### config.mk
export PLATFORM = sky130hd
export DESIGN_NAME = seq_div
export DESIGN_NICKNAME = d
export VERILOG_FILES = /design/src/rtl/seq_div.sv
export SDC_FILE = /design/constraint.sdc
export NUM_CORES = 1
export LEC_CHECK = 0
export BUFFER_PORTS_ARGS = -buffer_cell sky130_fd_sc_hd__buf_2
export CAP_MARGIN = 10
export CORE_MARGIN = 4
export CORE_UTILIZATION = 58
export CTS_CLUSTER_DIAMETER = 50
export CTS_CLUSTER_SIZE = 10
export DETAILED_ROUTE_END_ITERATION = 10
export GPL_TIMING_DRIVEN = 0
export MAX_ROUTING_LAYER = met4
export PLACE_DENSITY = 0.87
export REMOVE_ABC_BUFFERS = 1
export SETUP_SLACK_MARGIN = 0.5
export SYNTH_ARGS = -nofsm -noshare
export SYNTH_HDL_FRONTEND = slang
export SYNTH_SLANG_ARGS = --single-unit
### constraint.sdc
create_clock -name clk_i -period 5.2 [get_ports clk_i]
set_input_delay 1.04 -clock clk_i [delete_from_list [all_inputs] [get_ports clk_i]]
set_output_delay 1.04 -clock clk_i [all_outputs]
set_load 0.02 [all_outputs]
### src/rtl/seq_div.sv
// Sequential radix-2 restoring divider with valid/ready handshakes.
// Optional macro SEQ_DIV_FAST_PATH_EN: divisor-zero and signed-overflow
// cases skip BUSY and complete IDLE->DONE directly.

package expipe_pkg;
  typedef logic [5:0] rob_idx_t;
  typedef logic [4:0] except_code_t;
endpackage

// state | meaning
// IDLE  | ready for a new operation (ready_o=1)
// BUSY  | iterating, one quotient bit per cycle
// DONE  | result valid, waiting for ready_i
module seq_div #(
  parameter int WIDTH      = 64,
  parameter int EU_CTL_LEN = 4
) (
  input  logic                     clk_i,
  input  logic                     rst_ni,
  input  logic                     flush_i,
  input  logic                     valid_i,
  output logic                     ready_o,
  output logic                     valid_o,
  input  logic                     ready_i,
  input  logic [EU_CTL_LEN-1:0]    ctl_i,
  input  logic [WIDTH-1:0]         rs1_value_i,
  input  logic [WIDTH-1:0]         rs2_value_i,
  input  expipe_pkg::rob_idx_t     rob_idx_i,
  output expipe_pkg::rob_idx_t     rob_idx_o,
  output logic [WIDTH-1:0]         result_o,
  output logic                     except_raised_o,
  output expipe_pkg::except_code_t except_code_o
);

  localparam int CW = $clog2(WIDTH);

  typedef enum logic [1:0] {IDLE, BUSY, DONE} state_t;

  state_t               state, state_nxt;
  logic [WIDTH-1:0]     quo, rem, divisor;
  logic [CW-1:0]        cnt;
  logic                 neg_q, neg_r, is_rem, word;
  expipe_pkg::rob_idx_t rob_idx;

  // operand decode at the input side
  logic             word_in, is_signed_in, a_neg, b_neg, div0_in, fast_in, accept;
  logic [WIDTH-1:0] a_ext, b_ext, a_mag, b_mag;
  logic [CW-1:0]    cnt_load;
  logic             ctl_unused;

  assign ctl_unused   = ^ctl_i;
  assign word_in      = ctl_i[2] || (WIDTH == 32);
  assign is_signed_in = !ctl_i[0];
  assign a_ext = !word_in ? rs1_value_i :
                 is_signed_in ? WIDTH'(signed'(rs1_value_i[31:0])) : WIDTH'(rs1_value_i[31:0]);
  assign b_ext = !word_in ? rs2_value_i :
                 is_signed_in ? WIDTH'(signed'(rs2_value_i[31:0])) : WIDTH'(rs2_value_i[31:0]);
  assign a_neg    = is_signed_in && a_ext[WIDTH-1];
  assign b_neg    = is_signed_in && b_ext[WIDTH-1];
  // most-negative magnitude wraps to itself, which is exactly the overflow quotient
  assign a_mag    = a_neg ? -a_ext : a_ext;
  assign b_mag    = b_neg ? -b_ext : b_ext;
  assign div0_in  = (b_ext == '0);
  assign cnt_load = word_in ? CW'(31) : CW'(WIDTH - 1);
  assign accept   = (state == IDLE) && valid_i && !flush_i;

`ifdef SEQ_DIV_FAST_PATH_EN
  logic             ovf_in;
  logic [WIDTH-1:0] min_val;
  assign min_val = word_in ? ({WIDTH{1'b1}} << 31) : (WIDTH'(1) << (WIDTH - 1));
  assign ovf_in  = is_signed_in && (a_ext == min_val) && (b_ext == {WIDTH{1'b1}});
  assign fast_in = div0_in || ovf_in;
`else
  assign fast_in = 1'b0;
`endif

  // one restoring step
  logic             msb;
  logic [WIDTH:0]   rem_sh, diff;
  assign msb    = word ? quo[31] : quo[WIDTH-1];
  assign rem_sh = {rem, msb};
  assign diff   = rem_sh - {1'b0, divisor};

  // state register
  always_ff @(posedge clk_i or negedge rst_ni) begin
    if (!rst_ni) state <= IDLE;
    else         state <= state_nxt;
  end

  // next-state logic; flush overrides everything
  always_comb begin
    state_nxt = state;
    case (state)
      IDLE: if (valid_i) state_nxt = fast_in ? DONE : BUSY;
      BUSY: if (cnt == '0) state_nxt = DONE;
      DONE: if (ready_i) state_nxt = IDLE;
      default: state_nxt = IDLE;
    endcase
    if (flush_i) state_nxt = IDLE;
  end

  // datapath: capture on accept, iterate while BUSY
  always_ff @(posedge clk_i or negedge rst_ni) begin
    if (!rst_ni) begin
      quo     <= '0;
      rem     <= '0;
      divisor <= '0;
      cnt     <= '0;
      neg_q   <= 1'b0;
      neg_r   <= 1'b0;
      is_rem  <= 1'b0;
      word    <= 1'b0;
      rob_idx <= '0;
    end else if (accept) begin
      divisor <= b_mag;
      cnt     <= cnt_load;
      neg_q   <= a_neg ^ b_neg && !div0_in;
      neg_r   <= a_neg;
      is_rem  <= ctl_i[1];
      word    <= word_in;
      rob_idx <= rob_idx_i;
      if (fast_in && div0_in) begin
        quo <= {WIDTH{1'b1}};
        rem <= a_mag;
      end else begin
        quo <= a_mag;
        rem <= '0;
      end
    end else if (state == BUSY && !flush_i) begin
      cnt <= cnt - 1'b1;
      if (!diff[WIDTH]) begin
        rem <= diff[WIDTH-1:0];
        quo <= {quo[WIDTH-2:0], 1'b1};
      end else begin
        rem <= rem_sh[WIDTH-1:0];
        quo <= {quo[WIDTH-2:0], 1'b0};
      end
    end
  end

  // sign fix-up and word sign-extension of the final result
  logic [WIDTH-1:0] q_mag, q_val, r_val, sel;
  assign q_mag = word ? (quo & WIDTH'(32'hFFFF_FFFF)) : quo;
  assign q_val = neg_q ? -q_mag : q_mag;
  assign r_val = neg_r ? -rem : rem;
  assign sel   = is_rem ? r_val : q_val;

  assign result_o        = word ? WIDTH'(signed'(sel[31:0])) : sel;
  assign rob_idx_o       = rob_idx;
  assign ready_o         = (state == IDLE);
  assign valid_o         = (state == DONE);
  assign except_raised_o = 1'b0;
  assign except_code_o   = '0;

endmodule

==> impl_metrics.sql, run 1 <==
INSERT INTO impl_metrics (metric_group, metric, value, unit) VALUES
('synthesis', 'yosys_register_bits', '210', ''),
('synthesis', 'ys_top_cells_by_area', 'sky130_fd_sc_hd__dfrtp_1 (26%), sky130_fd_sc_hd__o21ai_0 (9.4%), sky130_fd_sc_hd__xnor2_1 (6.6%)', ''),
('synthesis', 'synth_async_sr_flop_share', '100', '%'),
('cells_and_area', 'final_cell_mix', 'sky130_fd_sc_hd__o21ai_0 (360), sky130_fd_sc_hd__nand2_1 (314), sky130_fd_sc_hd__buf_2 (202), sky130_fd_sc_hd__nor2_1 (189), sky130_fd_sc_hd__dfrtp_1 (188)', ''),
('worst_setup_path', 'worst-endpoint-arrival', '3900', 'ps'),
('synthesis', 'synth_cell_type_count', '87', ''),
('timing', 'fin_ws', '262', 'ps'),
('synthesis', 'synth-warning-count', '0', ''),
('worst_setup_path', 'critPathLaunchType', 'flop', ''),
('cells_and_area', 'layout.area.seq', '5290', 'sq um'),
('run', 'max_cap_viol_count', '0', ''),
('clock_tree', 'clkLatencyLatePin', '600', 'ps'),
('worst_setup_path', 'r2r_start', 'word$_DFFE_PN0P_', ''),
('timing', 'slew_headroom', '21.0', '%'),
('worst_setup_path', 'r2r_cells', '17', ''),
('global_routing', 'groute.usage.overall', '35.9', '%'),
('detailed_routing', 'dr.first_iter.drc_count', '2378', ''),
('pwr', 'power_density', '350', 'nW/um^2'),
('synthesis', 'synth.yosys.seq_area_share', '26.0', '%'),
('clock_tree', 'cts-hold-fix-buffers', '0', ''),
('placement', 'gpl.final_weighted_congestion', '1.01', ''),
('placement', 'pre_cts_slack', '-623', 'ps'),
('floorplanning', 'start_util', '58.7', '%'),
('cells_and_area', 'fraction_of_the_core_area_covered_by_cells_at_the_end_of_the_flow', '68.4', '%'),
('synthesis', 'syn-cell-area', '20200', 'sq um'),
('cells_and_area', 'syn2layout_area_growth', '16.4', '%'),
('run_status', 'outcome', 'finished clean', ''),
('global_routing', 'maximum_number_of_pins_on_one_net_before_global_route_repair', '118', ''),
('timing', 'final_max_slew_viol_count', '0', ''),
('clock_tree', 'clock_buffers_created_by_tritoncts', '31', ''),
('worst_setup_path', 'r2r_end', 'rem[4]$_DFFE_PN0P_', ''),
('pwr', 'power_frac_comb', '46.9', '%'),
('cells_and_area', 'design.final.nets', '3067', ''),
('synthesis', 'synth.avg_cell_area', '7.44', 'sq um'),
('pwr', 'pwr-share-clk', '24.6', '%'),
('floorplanning', 'std_cell_rows', '68', ''),
('synthesis', 'synth.top_cell.area_share', '26.0', '%'),
('global_routing', 'grt_antenna_before_repair', '0', ''),
('global_routing', 'grt-ovfl-total', '0', ''),
('global_routing', 'grt_pass1_wl', '110000', 'microns'),
('cells_and_area', 'final_common_cell', 'sky130_fd_sc_hd__o21ai_0', ''),
('floorplanning', 'floorplan.core_area', '34500', 'sq um'),
('pwr', 'ir_drop', '0.000339', 'V'),
('cells_and_area', 'multiInputGateArea', '14300', 'sq um'),
('timing', 'worstMarginPinSlew', '1180', 'ps'),
('pwr', 'swShare', '43.9', '%'),
('worst_setup_path', 'crit_type', 'reg2out', ''),
('timing', 'finalCriticalPeriod', '4940', 'ps'),
('cells_and_area', 'fraction_of_layout_cells_with_a_size_suffix_above_1', '16.5', '%'),
('placement', 'detailedPlacementHpwl', '50900', 'microns'),
('detailed_routing', 'detail_routed_net_length_per_standard_cell', '21.3', 'microns'),
('synthesis', 'synth-edff-count', '0', ''),
('detailed_routing', 'route.final.wire_length', '71000', 'microns'),
('worst_setup_path', 'cp_data_required_time', '4160', 'ps'),
('placement', 'port_buffers', '213', ''),
('synthesis', 'biggest_area_consumer_among_synthesized_cells', 'sky130_fd_sc_hd__dfrtp_1', ''),
('floorplanning', 'die_y', '195', 'microns'),
('detailed_routing', 'num_vias', '21839', ''),
('pwr', 'total_leakage_power', '10.7', 'nW'),
('synthesis', 'synth_ff_type', 'sky130_fd_sc_hd__dfrtp_1', ''),
('floorplanning', 'top_level_pins', '221', ''),
('worst_setup_path', 'critical_path.endpoint_type', 'output pin', ''),
('pwr', 'intPower', '4.63', 'mW'),
('detailed_routing', 'antenna_violating_nets_post_route', '0', ''),
('clock_tree', 'htree_levels', '1', ''),
('cells_and_area', 'number_of_filler_instances_in_the_final_layout', '2855', ''),
('clock_tree', 'clock_root_cell', 'sky130_fd_sc_hd__clkbuf_16', ''),
('timing', 'timing.clock.skew', '37.6', 'ps'),
('timing', 'clock.fmax', '203', 'MHz'),
('placement', 'dp.cells', '3227', ''),
('pwr', 'pwr-share-seq', '28.4', '%');
-- timing repair --
item,CTS,global route
pin swaps,22,17
endpoints found under the setup margin,104,74
gates resized for setup,84,52
setup buffers,32,14
cloned,0,2
-- worst max-delay path, stage by stage, from the launching register on --
cell                       delay, ps
sky130_fd_sc_hd__dfrtp_2         480
sky130_fd_sc_hd__or4_4           620
sky130_fd_sc_hd__or3b_4          470
sky130_fd_sc_hd__or4_4           590
sky130_fd_sc_hd__or3_4           370
sky130_fd_sc_hd__buf_4           150
sky130_fd_sc_hd__nand2_2          60
sky130_fd_sc_hd__xnor2_1         150
sky130_fd_sc_hd__a211oi_2         80
sky130_fd_sc_hd__nor2_1          170
sky130_fd_sc_hd__buf_4           170
-- worst max-delay path by stage --
| stage | start | to | slack (ps) | cells after the start |
|---|---|---|---|---|
| finish | rem[40]$_DFFE_PN0P_ | result_o[52] | 260 | 10 |
| global route | rem[5]$_DFFE_PN0P_ | result_o[54] | 190 | 11 |
| floorplan | word$_DFFE_PN0P_ | rem[0]$_DFFE_PN0P_ | -2190 | 13 |
| global placement | flush_i | quo[61]$_DFFE_PN0P_ | -7810 | 5 |
| CTS | rem[15]$_DFFE_PN0P_ | result_o[54] | 240 | 11 |
| detailed placement | ctl_i[2] | divisor[58]$_DFFE_PN0P_ | -620 | 13 |
-- logic make-up after synthesis --
group	after synthesis	synth area share [%]
AND/OR/NAND/NOR	851	20.3
other	1	0.0185
XOR/XNOR	293	12.7
flip-flops	210	26.0
multiplexers	61	3.03
AO/OA/AOI/OAI	912	27.4
adder cells (fa/ha/maj)	71	4.43
buffers and inverters	321	6.21
-- power by group through the flow --
| stage | registers (mW) | logic, mW | clock network [mW] |
|---|---|---|---|
| after floorplan | 2.27 | 2.32 | 0 |
| after global placement | 2.37 | 3.25 | 0 |
| after detailed placement | 2.35 | 3.37 | 0 |
| after CTS | 2.32 | 3.60 | 2.04 |
| after global routing | 2.38 | 4.17 | 2.12 |
| final | 2.34 | 3.87 | 2.03 |
-- metal layers --
metal  global-route usage, %  share of wire (%)  vias to the layer above
met2                    55.5                 45                     1134
met4                    14.6                4.9                        0
met5                       -                  0                        -
met3                    4.89                9.1                      238
li1                        -                  -                     9999
met1                    48.0                 41                    10468
-- cells in the mapped netlist (all sizes together), types with 27 or more instances --
cell	instances
nor2	194
buf	33
xor2	141
nand3	41
a21oi	184
a31oi	29
mux2i	59
inv	130
dfrtp	210
or3	42
nand4	27
a21o	32
clkbuf	158
ha	70
nor3	61
o21ai	393
xnor2	152
nor4	39
o31ai	53
nand2	320
a22oi	76
-- sequential cells by signal, summed over array words and instances (netlist names) --
| register | cells |
|---|---|
| rem | 64 |
| state | 2 |
| is_rem | 1 |
| neg_q | 1 |
| quo | 64 |
| rob_idx_o | 6 |
| word | 1 |
| divisor | 64 |
| cnt | 6 |
| neg_r | 1 |
-- final cells by class --
cell class / instances / area share, %
clock buffer: 40 / 3.52
timing repair inverter: 1 / 0.0212
timing repair buffer: 284 / 8.40
tap: 455 / 2.42
clock inverter: 11 / 0.632
sequential: 210 / 22.4
multi-input combinational: 2195 / 60.5
inverter: 130 / 2.09
-- metrics by stage --
step           setup TNS, ps  hold WS (ps)
4_1_cts                    0           477
3_5_place_dp           -4630           462
5_1_grt                    0           495
6_report                   0           458
3_3_place_gp        -1169180           458
2_1_floorplan        -195570           450
(Power assumes the default switching activity.)
==> run 2, diff against run 1 <==
CORE_ASPECT_RATIO = 1.1   (was unset)
==> impl_metrics.sql, run 2 (same netlist as run 1, synthesis figures left out) <==
INSERT INTO impl_metrics (metric_group, metric, value, unit) VALUES
('clock_tree', 'clk_path_buf_depth', '3', ''),
('worst_setup_path', 'critPathSlowestCell', 'sky130_fd_sc_hd__or4_4', ''),
('detailed_routing', 'antenna_violating_nets_post_route', '0', ''),
('pwr', 'total_leakage_power', '10.7', 'nW'),
('placement', 'detailedPlacementHpwl', '50700', 'microns'),
('pwr', 'ir_drop', '0.000231', 'V'),
('run', 'max_cap_viol_count', '0', ''),
('worst_setup_path', 'timing.critical_path.slowest_cell_delay', '510', 'ps'),
('clock_tree', 'tritoncts', 'built', ''),
('detailed_routing', 'firstDrtPassIters', '7', ''),
('clock_tree', 'clock_root_cell', 'sky130_fd_sc_hd__clkbuf_16', ''),
('cells_and_area', 'final_cell_mix', 'sky130_fd_sc_hd__o21ai_0 (363), sky130_fd_sc_hd__nand2_1 (317), sky130_fd_sc_hd__buf_2 (200), sky130_fd_sc_hd__nor2_1 (189), sky130_fd_sc_hd__dfrtp_1 (189)', ''),
('detailed_routing', 'drc', '0', ''),
('cells_and_area', 'final_common_cell', 'sky130_fd_sc_hd__o21ai_0', ''),
('cells_and_area', 'fraction_of_layout_cells_with_a_size_suffix_above_1', '16.0', '%'),
('pwr', 'design_power_total', '8.31', 'mW'),
('floorplanning', 'std_cell_rows', '71', ''),
('run_status', 'outcome', 'finished clean', ''),
('global_routing', 'grt-ovfl-total', '0', ''),
('global_routing', 'maximum_number_of_pins_on_one_net_before_global_route_repair', '113', ''),
('worst_setup_path', 'critical_path_peak_fanout', '2', ''),
('timing', 'final_max_slew_viol_count', '0', ''),
('timing', 'timing.clock.skew', '41.0', 'ps'),
('worst_setup_path', 'cpMostUsedCell', 'sky130_fd_sc_hd__or3_4', ''),
('detailed_routing', 'route.final.wire_length', '68700', 'microns'),
('detailed_routing', 'dr.first_iter.drc_count', '2511', ''),
('timing', 'finalCriticalPeriod', '4890', 'ps'),
('cells_and_area', 'layout.cell_area.non_filler', '23500', 'sq um'),
('global_routing', 'grt_antenna_before_repair', '1', ''),
('detailed_routing', 'detail_routed_net_length_per_standard_cell', '20.8', 'microns'),
('detailed_routing', 'num_vias', '21564', ''),
('placement', 'port_buffers', '213', ''),
('worst_setup_path', 'cp.buffers_inverters', '1', ''),
('timing', 'clock.fmax', '204', 'MHz'),
('placement', 'gpl.final_weighted_congestion', '1.02', ''),
('worst_setup_path', 'cpLargestDelayFamily', 'simple AND/OR/NAND/NOR gates', ''),
('clock_tree', 'htree_levels', '2', ''),
('clock_tree', 'cts-hold-fix-buffers', '0', ''),
('placement', 'placedInstanceArea', '21700', 'sq um'),
('clock_tree', 'tritoncts_num_sinks', '210', ''),
('worst_setup_path', 'crit_type', 'reg2out', ''),
('worst_setup_path', 'critical_path.endpoint_type', 'output pin', ''),
('detailed_routing', 'detail_route.vias_per_cell', '6.53', ''),
('cells_and_area', 'fraction_of_the_core_area_covered_by_cells_at_the_end_of_the_flow', '68.5', '%'),
('floorplanning', 'top_level_pins', '221', ''),
('cells_and_area', 'biggest_regs', 'divisor (64), quo (64), rem (64)', ''),
('clock_tree', 'cts.clk_slew.worst_paths', '50', 'ps'),
('worst_setup_path', 'worstPathCellList', 'or3_4 -> or3_4 -> or3_4 -> or4_4 -> or3_4 -> o31ai_4 -> xor2_1 -> nand2_1 -> o21ai_2 -> o21ai_2 -> buf_6', ''),
('global_routing', 'grt_pass1_wl', '108000', 'microns'),
('cells_and_area', 'syn2layout_area_growth', '16.0', '%'),
('timing', 'whs', '458', 'ps'),
('timing', 'post-route-period-util', '94.1', '%'),
('worst_setup_path', 'reg2reg_slack', '770', 'ps'),
('timing', 'worstMarginPinSlew', '1160', 'ps'),
('cells_and_area', 'design.final.nets', '3060', ''),
('worst_setup_path', 'critPathLaunchType', 'flop', ''),
('timing', 'timing.final.hold_violations', '0', ''),
('floorplanning', 'die_y', '204', 'microns'),
('timing', 'finalSetupViolations', '0', ''),
('floorplanning', 'die_width', '186', 'microns'),
('timing', 'grt_setup_unrepaired', 'yes', ''),
('pwr', 'power_density', '354', 'nW/um^2'),
('global_routing', 'groute.usage.overall', '36.1', '%'),
('worst_setup_path', 'cp_data_required_time', '4160', 'ps'),
('timing', 'slew_headroom', '22.5', '%'),
('floorplanning', 'floorplan.die_area', '38000', 'sq um'),
('floorplanning', 'floorplan.core_area', '34300', 'sq um'),
('clock_tree', 'clkLatencyLatePin', '540', 'ps'),
('clock_tree', 'clock_buffers_created_by_tritoncts', '34', ''),
('global_routing', 'vias_in_the_first_global_route', '20809', ''),
('min_path', 'hold_class', 'in2async', ''),
('worst_setup_path', 'worst-endpoint-arrival', '3850', 'ps'),
('floorplanning', 'start_util', '59.0', '%');
-- run 2: cell count changes in the layout (fill, tap and decap cells not counted), moves of 3 or more --
cell and delta:
sky130_fd_sc_hd__o31ai_1 -3, sky130_fd_sc_hd__buf_8 +4, sky130_fd_sc_hd__o221ai_2 -3, sky130_fd_sc_hd__clkbuf_1 -3, sky130_fd_sc_hd__nand2_1 +3, sky130_fd_sc_hd__buf_6 -3, sky130_fd_sc_hd__o21ai_0 +3, sky130_fd_sc_hd__o221ai_1 +3
sky130_fd_sc_hd__clkbuf_16 +4, sky130_fd_sc_hd__clkinvlp_4 +3, sky130_fd_sc_hd__nand2_2 -3, sky130_fd_sc_hd__buf_4 -6
-- run 2: timing repair --
action	CTS	global route
setup buffers	24	12
cloned	0	0
pin swaps	12	23
setup endpoints to repair	74	61
gates resized for setup	72	43
endpoints found under the hold margin	0	0
-- run 2: power breakdown --
part	total (mW)	internal (mW)	leakage, nW	switching, mW
logic	3.75	1.43	7.45	2.32
registers	2.33	1.92	2.68	0.409
clock network	2.23	1.39	0.521	0.840
-- run 2: worst register-to-register path: cells and delay by family (launching register included) --
family                   cells  cell delay [ps]
AO/OA/AOI/OAI                7             1750
adder cells (fa/ha/maj)      2              480
buffers and inverters        3              630
multiplexers                 2              600
flip-flops                   1              550
AND/OR/NAND/NOR              2              300
-- run 2: cell type report --
| class | count | area, sq um |
|---|---|---|
| multi-input combinational | 2194 | 14100 |
| fill | 2740 | 10800 |
| sequential | 210 | 5290 |
| timing repair buffer | 276 | 1920 |
| clock buffer | 40 | 905 |
| tap | 438 | 548 |
| inverter | 130 | 492 |
| clock inverter | 15 | 183 |
| antenna | 1 | 2.50 |
-- run 2: final timing paths --
path,start,end,depth (start not counted)
worst max-delay path,rem[15]$_DFFE_PN0P_,result_o[54],11
worst min-delay path,rst_ni,quo[10]$_DFFE_PN0P_,1
max in group asynchronous,rst_ni,divisor[50]$_DFFE_PN0P_,3
worst min register to register,divisor[61]$_DFFE_PN0P_,divisor[61]$_DFFE_PN0P_,2
min in group clk_i,divisor[61]$_DFFE_PN0P_,divisor[61]$_DFFE_PN0P_,2
worst max register to register,word$_DFFE_PN0P_,rem[12]$_DFFE_PN0P_,16
-- run 2: per-layer routing --
metal / up-vias / track usage, % / share of wire, %
li1: 9987 / - / -
met1: 10224 / 46.4 / 40
met2: 1103 / 56.3 / 46
met3: 250 / 5.89 / 9.2
met4: 0 / 15.8 / 5.2
met5: - / - / 0
-- run 2: per-stage QoR --
stage          worst slack (ps)  setup TNS (ps)  std cells
3_5_place_dp               -557           -4110       3212
6_report                    307               0       3304
3_3_place_gp              -7610        -1132960       3185
5_1_grt                     210               0       3304
4_1_cts                     318               0       3291
2_1_floorplan             -2190         -195570       2534
